<file path="src/rtl/mips_pkg.sv">
// Shared datapath constants for the MIPS multicycle core: operation width
// (common to the multiplier and divider) and the divider FSM encoding.
package mips_pkg;

  localparam int DIV_WIDTH = 32;

  localparam logic [1:0] DIV_IDLE = 2'd0;
  localparam logic [1:0] DIV_CALC = 2'd1;
  localparam logic [1:0] DIV_FIX  = 2'd2;

endpackage : mips_pkg

</file>
<file path="src/rtl/div_step.sv">
// One restoring-division step: shift the next dividend bit into the partial
// remainder and subtract the divisor magnitude when it fits.
module div_step
  import mips_pkg::*;
#(
  parameter int WIDTH = DIV_WIDTH
) (
  input  logic [WIDTH-1:0] rem_i,
  input  logic [WIDTH-1:0] dvs_i,
  input  logic             bit_i,
  output logic [WIDTH-1:0] rem_o,
  output logic             qbit_o
);

  logic [WIDTH:0] shifted;

  // The comparison is one bit wider than the operands so a full-range
  // divisor magnitude of 2**(WIDTH-1) is compared exactly.
  always_comb begin
    shifted = {rem_i, bit_i};
    qbit_o  = (shifted >= {1'b0, dvs_i});
    rem_o   = shifted[WIDTH-1:0] - (qbit_o ? dvs_i : '0);
  end

endmodule : div_step

</file>
<file path="src/rtl/div_seq.sv">
// Multicycle signed divider: LO = quotient, HI = remainder of a / b.
// Optional macro DIV_ZERO_EXC_EN: flag b == 0 and finish immediately instead.
module div_seq
  import mips_pkg::*;
#(
  parameter int WIDTH = DIV_WIDTH,
  parameter int CNT_W = $clog2(WIDTH) + 1
) (
  input  logic             clk,
  input  logic             reset,
  input  logic             start,
  input  logic [WIDTH-1:0] a,
  input  logic [WIDTH-1:0] b,
  output logic [WIDTH-1:0] hi,
  output logic [WIDTH-1:0] lo,
  output logic             busy,
  output logic             done,
  output logic             div_zero
);

  logic [1:0]       state_q,   state_d;
  logic [CNT_W-1:0] cnt_q,     cnt_d;
  logic [WIDTH-1:0] dvd_q,     dvd_d;   // dividend shifts out, quotient shifts in
  logic [WIDTH-1:0] dvs_q,     dvs_d;
  logic [WIDTH-1:0] rem_q,     rem_d;
  logic             neg_quo_q, neg_quo_d;
  logic             neg_rem_q, neg_rem_d;
  logic [WIDTH-1:0] hi_q,      hi_d;
  logic [WIDTH-1:0] lo_q,      lo_d;
  logic             busy_q,    busy_d;
  logic             done_q,    done_d;
`ifdef DIV_ZERO_EXC_EN
  logic             div_zero_q, div_zero_d;
`else
  logic             bzero_q,    bzero_d;
`endif

  logic [WIDTH-1:0] step_rem;
  logic             step_qbit;
  logic [WIDTH-1:0] a_mag, b_mag;

  assign a_mag = a[WIDTH-1] ? -a : a;
  assign b_mag = b[WIDTH-1] ? -b : b;

  div_step #(.WIDTH(WIDTH)) u_step (
    .rem_i  (rem_q),
    .dvs_i  (dvs_q),
    .bit_i  (dvd_q[WIDTH-1]),
    .rem_o  (step_rem),
    .qbit_o (step_qbit)
  );

  always_comb begin
    // NOTE: every next-state signal gets a default first so no path infers a latch.
    state_d   = state_q;
    cnt_d     = cnt_q;
    dvd_d     = dvd_q;
    dvs_d     = dvs_q;
    rem_d     = rem_q;
    neg_quo_d = neg_quo_q;
    neg_rem_d = neg_rem_q;
    hi_d      = hi_q;
    lo_d      = lo_q;
    busy_d    = busy_q;
    done_d    = 1'b0;
`ifdef DIV_ZERO_EXC_EN
    div_zero_d = div_zero_q;
`else
    bzero_d    = bzero_q;
`endif

    case (state_q)
      DIV_IDLE: begin
        if (start) begin
`ifdef DIV_ZERO_EXC_EN
          div_zero_d = (b == '0);
          if (b == '0) begin
            done_d = 1'b1;
          end else begin
`else
          bzero_d = (b == '0);
          begin
`endif
            dvd_d     = a_mag;
            dvs_d     = b_mag;
            rem_d     = '0;
            cnt_d     = '0;
            neg_quo_d = a[WIDTH-1] ^ b[WIDTH-1];
            neg_rem_d = a[WIDTH-1];
            busy_d    = 1'b1;
            state_d   = DIV_CALC;
          end
        end
      end

      DIV_CALC: begin
        rem_d = step_rem;
        dvd_d = {dvd_q[WIDTH-2:0], step_qbit};
        cnt_d = cnt_q + 1'b1;
        if (cnt_q == CNT_W'(WIDTH - 1)) state_d = DIV_FIX;
      end

      DIV_FIX: begin
        lo_d = neg_quo_q ? -dvd_q : dvd_q;
        hi_d = neg_rem_q ? -rem_q : rem_q;
`ifndef DIV_ZERO_EXC_EN
        if (bzero_q) lo_d = '1;
`endif
        done_d  = 1'b1;
        busy_d  = 1'b0;
        state_d = DIV_IDLE;
      end

      default: state_d = DIV_IDLE;
    endcase
  end

  // NOTE: sequential state uses non-blocking assignments so every register samples pre-edge values.
  always_ff @(posedge clk or posedge reset) begin
    if (reset) begin
      state_q   <= DIV_IDLE;
      cnt_q     <= '0;
      dvd_q     <= '0;
      dvs_q     <= '0;
      rem_q     <= '0;
      neg_quo_q <= 1'b0;
      neg_rem_q <= 1'b0;
      hi_q      <= '0;
      lo_q      <= '0;
      busy_q    <= 1'b0;
      done_q    <= 1'b0;
`ifdef DIV_ZERO_EXC_EN
      div_zero_q <= 1'b0;
`else
      bzero_q    <= 1'b0;
`endif
    end else begin
      state_q   <= state_d;
      cnt_q     <= cnt_d;
      dvd_q     <= dvd_d;
      dvs_q     <= dvs_d;
      rem_q     <= rem_d;
      neg_quo_q <= neg_quo_d;
      neg_rem_q <= neg_rem_d;
      hi_q      <= hi_d;
      lo_q      <= lo_d;
      busy_q    <= busy_d;
      done_q    <= done_d;
`ifdef DIV_ZERO_EXC_EN
      div_zero_q <= div_zero_d;
`else
      bzero_q    <= bzero_d;
`endif
    end
  end

  assign hi   = hi_q;
  assign lo   = lo_q;
  assign busy = busy_q;
  assign done = done_q;
`ifdef DIV_ZERO_EXC_EN
  assign div_zero = div_zero_q;
`else
  assign div_zero = 1'b0;
`endif

endmodule : div_seq

</file>
<file path="config.mk">
export PLATFORM = sky130hd
export DESIGN_NAME = div_seq
export DESIGN_NICKNAME = d
export VERILOG_FILES = /design/src/rtl/mips_pkg.sv /design/src/rtl/div_step.sv /design/src/rtl/div_seq.sv
export SDC_FILE = /design/constraint.sdc
export NUM_CORES = 1
export LEC_CHECK = 0
export ABC_AREA = 0
export BUFFER_PORTS_ARGS = -buffer_cell sky130_fd_sc_hd__buf_2
export CAP_MARGIN = 20
export CELL_PAD_IN_SITES_DETAIL_PLACEMENT = 2
export CELL_PAD_IN_SITES_GLOBAL_PLACEMENT = 2
export CORE_ASPECT_RATIO = 1.75
export CORE_MARGIN = 3
export CORE_UTILIZATION = 40
export CTS_BUF_LIST = sky130_fd_sc_hd__clkbuf_4
export DETAILED_ROUTE_END_ITERATION = 8
export PLACE_DENSITY = 0.95
export SYNTH_ARGS = -nofsm -noshare
export SYNTH_HDL_FRONTEND = slang
export SYNTH_SLANG_ARGS = --single-unit
</file>
<file path="constraint.sdc">
create_clock -name clk -period 8 [get_ports clk]
set_input_delay 0.8 -clock clk [delete_from_list [all_inputs] [get_ports clk]]
set_output_delay 0.8 -clock clk [all_outputs]
set_load 0.01 [all_outputs]
</file>
==> results of run 1 <==
==> logic make-up (layout without fill, tap and decap cells) <==
| group | after synthesis | after routing | share of synthesized area, % |
|---|---|---|---|
| AOI/OAI and AO/OA | 401 | 401 | 21.2 |
| muxes | 4 | 4 | 0.352 |
| DFF | 173 | 173 | 38.1 |
| adders and majority gates | 77 | 77 | 8.54 |
| other | 1 | 3 | 0.0330 |
| xor gates and xnor gates | 145 | 145 | 11.2 |
| buffers and inverters | 121 | 229 | 4.06 |
| and+or+nand+nor | 401 | 401 | 16.6 |
==> worst paths after layout <==
check,to,cells past startpoint,slack (ns)
worst max-delay path,rem_q[28],19,1.35
worst min-delay path,hi[6],2,0.32
worst max register to register,rem_q[28],19,1.35
worst min register to register,hi[5],2,0.51
max in group asynchronous,neg_rem_q,3,6.04
min in group clk,dvs_q[30],3,0.44
==> synth_stat cells, drive strengths merged (2+ instances only) <==
cell / n / area, um2
nand2: 206 / 773
dfrtp: 173 / 4330
o21ai: 173 / 866
xor2: 106 / 928
a21oi: 89 / 445
ha: 76 / 951
nor2: 65 / 246
clkbuf: 59 / 221
inv: 56 / 210
xnor2: 39 / 342
o31ai: 36 / 298
a22oi: 23 / 173
nand3: 22 / 110
o22ai: 19 / 119
o41ai: 17 / 149
or3: 15 / 98.8
or4: 15 / 124
nand4: 13 / 81.3
nor3: 10 / 50.1
nor4: 10 / 81.3
nand2b: 9 / 63.8
a21o: 8 / 60.1
nor2b: 8 / 50.1
a211oi: 7 / 52.6
buf: 6 / 30.0
or2: 6 / 37.5
nand3b: 5 / 37.5
a22o: 4 / 35.0
and2: 4 / 25.0
mux2i: 4 / 40.0
a31oi: 3 / 18.8
nor3b: 3 / 22.5
o211ai: 3 / 22.5
a211o: 2 / 17.5
a41oi: 2 / 17.5
and3: 2 / 12.5
and4: 2 / 17.5
nand4b: 2 / 17.5
nor4b: 2 / 17.5
o2111ai: 2 / 17.5
o21bai: 2 / 15.0
o221ai: 2 / 17.5
==> critical path, cell delays in order (launching register included) <==
cell and delay [ns]:
dfrtp_1 0.56, ha_1 0.38, and4_1 0.25, nor4bb_1 0.53, inv_1 0.12, o21ai_0 0.20
a211o_1 0.21, a21oi_1 0.12, o21ai_2 0.63, nand2_1 0.21, ha_1 0.42, nand3_1 0.10
nand2_1 0.13, a31oi_1 0.19, o21ai_0 0.59, a21oi_1 0.19, a211oi_1 0.77, a41oi_1 0.34
or4_1 0.48, nand3_1 0.14
==> flip-flops by register name (all words and copies together) (netlist names) <==
register / count
lo: 32
bzero_q: 1
rem_q: 32
dvd_q: 32
busy: 1
done: 1
cnt_q: 6
hi: 32
neg_rem_q: 1
dvs_q: 32
neg_quo_q: 1
state_q: 2
==> per-stage QoR <==
step           util, %  instances  setup slack, ns
2_1_floorplan        -       1323             2.51
5_1_grt           45.2       1806             1.16
4_1_cts           45.0       1802             1.59
3_5_place_dp      44.1       1771             1.85
3_3_place_gp      44.1       1771             2.37
6_report          45.2       1806             1.35
==> layout make-up <==
cell class	instances	area, um2
Multi-Input combinational cell	1029	6610
Clock buffer	20	150
Clock inverter	11	101
Inverter	56	215
Sequential cell	173	4330
Antenna cell	2	5.00
Timing Repair Buffer	142	776
Fill cell	3135	15300
Tap cell	373	467
==> power groups by stage <==
stage	clock network [mW]	registers (mW)	logic [mW]
after global routing	0.565	1.76	4.46
after global placement	0	1.66	3.26
final	0.530	1.73	4.12
after detailed placement	0	1.72	3.67
after CTS	0.534	1.74	3.98
after floorplan	0	1.51	2.61
==> routing by layer <==
| layer | track usage [%] | routed length (um) |
|---|---|---|
| met3 | 5.19 | 2110 |
| met2 | 57.5 | 25500 |
| met4 | 17.9 | 2840 |
| met1 | 32.7 | 17200 |
| met5 | 0 | 0 |
==> flow_summary.yaml, run 1 <==
synthesis:
  synth_edf_count: 0
  synthArstFlopShare_pct: 100
  syn_area_mm2: 0.0114
  ys.flop_type: "dfrtp_1"
  yosys_warnings: 0
  syn_inst: 1323
  ys_seq_area_share_pct: 38.1
  avgSynthCellArea_um2: 8.59
  synth.net_count: 1467
  synth.distinct_cells: 63
  ys_ff_latch: 173
die:
  core_mm2: 0.0280
  rows: 81
  die_h_um: 229
  start_util_pct: 40.6
  ios: 134
  fp.dieW_um: 133
  fp.dieArea_mm2: 0.0306
pwr:
  pwr-share-comb_pct: 64.6
  powerDensity_mw_per_mm2: 504
  clkPwrFrac_pct: 8.3
  vdd_ir_drop_max_uv: 183
  leakagePower_nw: 5.73
  p_total_mw: 6.38
  seq_power_share_pct: 27.1
  power.switching_mw: 3.48
  swShare_pct: 54.7
  intPower_mw: 2.89
timing:
  relSlewSlack_pct: 31.8
  finClkSkew_ns: 0.0433
  slew_viol_final: 0
  fmax_ghz: 0.150
  tightest_slew_ns: 1.02
  setup_viol: 0
  rsz0062_at_grt: "false"
  finalCriticalPeriod_ns: 6.65
  timing.hold.ws_ns: 0.324
  tns_ns: 0
  post-route-period-util_pct: 83.1
  finalHoldViolCount: 0
global_routing:
  grt_pass1_vias: 12869
  antenna_found_initial: 2
  grt_pass1_wl_um: 74700
  grt_remaining_overflow: 0
  grt_use_total_pct: 31.1
  grt_max_degree: 101
placed_design:
  io_buffers: 132
  gp_congestion: 0.898
  hpwl_um: 32300
  dpl-instance-area_mm2: 0.0123
finish:
  syn2layout_area_growth_pct: 11.3
  fin_nets: 1563
  layout_common_cells: "nand2_1 (204), dfrtp_1 (173), o21ai_0 (167)"
  final_area_mm2: 0.0126
  drive_gt1_share_pct: 13.5
  final_common_cell: "nand2_1"
worst_hold_path:
  hold_class: "in -> async"
critical_path:
  startpoint_type: "flip-flop"
  path_max_fanout: 12
  required_ns: 8.60
  worstSetupPathType: "reg -> reg"
  crit_path_start: "rem_q[12]"
  endpoint_kind: "flip-flop"
  r2r-start: "rem_q[12]"
  crit_arrival_ns: 7.25
cts:
  clockRootBuffer: "clkbuf_4"
  clock_latency_ns: 0.69
  clockBufferDepth: 2
  cts_tree: "done"
  cts_hold_buf: 0
  cts_max_level: 4
  cts.reportedPaths.clkPinSlew_ns: 0.16
  numCtsBuffers: 17
  post_cts_buffers: 0
  cts_resized: 0
  clock-sinks: 173
route:
  num_vias: 11189
  dr.pass1.iters: 5
  route.detailed.drc: 0
  wl_um: 47700
  vias_per_cell: 6.20
  ant_nets: 0
  drt_iter0_drc: 769
  wl_per_cell_um: 26.4
job:
  max_cap_viol_count: 0
outcome:
  outcome: "finished, final reports clean"
Note: power is estimated with default switching activity, not from simulation.
==> inputs of run 2 (changes only) <==
- CORE_UTILIZATION: 40 -> 37
- PLACE_DENSITY: 0.95 -> 0.91
- clock period: 8 -> 6.7 ns (I/O delays scaled with it)
==> run 2 against run 1 <==
  * Clock power grew 24%
  * Global-route usage is 5.5 points lower
  * Flip-flop and latch count did not move
  * Clock-buffer cell count decreased by 3
  * Die area grew 7.8%
  * Hold slack worse by 0.10 ns
  * Combinational power increased by 9.2%
  * Final cell count grew 0.83%
  * Sequential power rose by 18%
  * Largest power group unchanged
==> flow_summary.yaml, run 2 (synthesis gave the netlist of run 1 again) <==
cts:
  clockBufferDepth: 2
  clock_latency_ns: 0.66
  clock-sinks: 173
  cts_max_level: 4
  clockRootBuffer: "clkbuf_4"
  cts_hold_buf: 0
  numCtsBuffers: 17
  cts.reportedPaths.clkPinSlew_ns: 0.16
  cts_resized: 0
  cts_tree: "done"
  post_cts_buffers: 0
timing:
  finalCriticalPeriod_ns: 5.66
  rsz0062_at_grt: "false"
  post-route-period-util_pct: 84.5
  tns_ns: 0
  relSlewSlack_pct: 18.0
  fmax_ghz: 0.177
  tightest_slew_ns: 1.21
  setup_viol: 0
  slew_viol_final: 0
  finalHoldViolCount: 0
  finClkSkew_ns: 0.0420
die:
  die_h_um: 238
  core_mm2: 0.0302
  rows: 84
  fp.dieArea_mm2: 0.0329
  ios: 134
  fp.dieW_um: 138
  start_util_pct: 37.7
critical_path:
  slowest_stage: "dfrtp_1"
  crit_arrival_ns: 6.26
  critical_path.top_delay_family: "compound AO/OA/AOI/OAI gates"
  path_max_fanout: 14
  r2r_slack_ns: 1.04
  critPathMostFrequentCell: "a21oi_1"
  worstSetupPathType: "reg -> reg"
  path_buf_inv: 2
  required_ns: 7.30
  endpoint_kind: "flip-flop"
  cp_slowest_stage_delay_ns: 0.50
  startpoint_type: "flip-flop"
  crit_chain: "ha_1, a21oi_1, nor2_1, a211oi_1, o21ai_0, a211o_1, a21oi_1, o21ai_2, and2_1, ha_1, inv_1, fa_1, nand3_1, nand2_1, a31oi_1, o21ai_0, a21oi_1, a211oi_1, buf_4, a41oi_1, or4_1, nand3_1"
pwr:
  leakagePower_nw: 5.74
  vdd_ir_drop_max_uv: 168
  powerDensity_mw_per_mm2: 567
  p_total_mw: 7.19
finish:
  layout_common_cells: "nand2_1 (204), dfrtp_1 (173), o21ai_0 (167)"
  finalNonFillerCells: 1821
  final_core_util_pct: 42.1
  syn2layout_area_growth_pct: 11.6
  fin_nets: 1563
  drive_gt1_share_pct: 14.0
  final_common_cell: "nand2_1"
route:
  wl_um: 42000
  dr.pass1.iters: 4
  vias_per_cell: 5.89
  drt_iter0_drc: 393
  num_vias: 10733
  route.detailed.drc: 0
  ant_nets: 0
  wl_per_cell_um: 23.1
global_routing:
  grt_use_total_pct: 25.6
  antenna_found_initial: 2
  grt_max_degree: 100
  grt_pass1_wl_um: 67600
  grt_remaining_overflow: 0
  grt_pass1_vias: 12089
outcome:
  outcome: "finished, final reports clean"
placed_design:
  dp_cells: 1786
  hpwl_um: 30700
  io_buffers: 132
  gp_congestion: 0.869
job:
  max_cap_viol_count: 0
worst_hold_path:
  hold_class: "in -> async"
==> run 2: cell types whose count changed in the layout (fill, tap and decap cells not counted), sizes merged <==
| cell | change |
|---|---|
| clkinv | -1 |
| clkbuf | -3 |
| inv | +5 |
==> run 2: worst reg2reg max path, cell delays in order (launching register included) <==
cell	delay (ns)
dfrtp_1	0.50
ha_1	0.34
a21oi_1	0.16
nor2_1	0.07
a211oi_1	0.45
o21ai_0	0.18
a211o_1	0.35
a21oi_1	0.20
o21ai_2	0.23
and2_1	0.33
ha_1	0.18
inv_1	0.07
fa_1	0.22
nand3_1	0.09
nand2_1	0.11
a31oi_1	0.14
o21ai_0	0.50
a21oi_1	0.20
a211oi_1	0.30
buf_4	0.19
a41oi_1	0.22
or4_1	0.48
nand3_1	0.10
==> run 2: stage by stage <==
stage	cell area, um2	hold slack (ns)	setup WS, ns
after floorplan	11400	0.456	1.34
after global placement	12400	0.459	1.50
after detailed placement	12400	0.469	1.23
after CTS	12700	0.203	1.10
after global routing	12700	0.280	0.725
final	12700	0.221	1.04
==> run 2: worst paths after layout <==
check | start | end | cells past startpoint
max | rem_q[9] | rem_q[28] | 22
min | reset | hi[0] | 2
max reg2reg | rem_q[9] | rem_q[28] | 22
min reg2reg | hi[10] | hi[10] | 2
max in group asynchronous | reset | hi[31] | 3
min in group clk | b[30] | dvs_q[30] | 3
==> run 2: final cells by class <==
type                            instances  area [um2]
Clock buffer                           17         128
Tap cell                              387         484
Fill cell                            3415       17500
Sequential cell                       173        4330
Antenna cell                            2        5.00
Clock inverter                         15         161
Inverter                               56         215
Timing Repair Buffer                  142         756
Multi-Input combinational cell       1029        6610
==> run 2: where the power goes <==
part	switching, mW	total, mW	internal (mW)
Clock	0.428	0.656	0.228
Sequential	0.594	2.04	1.44
Combinational	2.73	4.50	1.76
Total	3.76	7.19	3.44
==> run 2: layer usage <==
metal  wire length (um)  up-vias  part of all wire, %  global-route usage, %
li1                   -     4872                    -                      -
met3               1290      112                  3.1                   3.29
met1              15600     5469                   37                   27.6
met2              23100      280                   55                   48.5
met5                  0        -                    0                      0
met4               2050        0                  4.9                   13.1
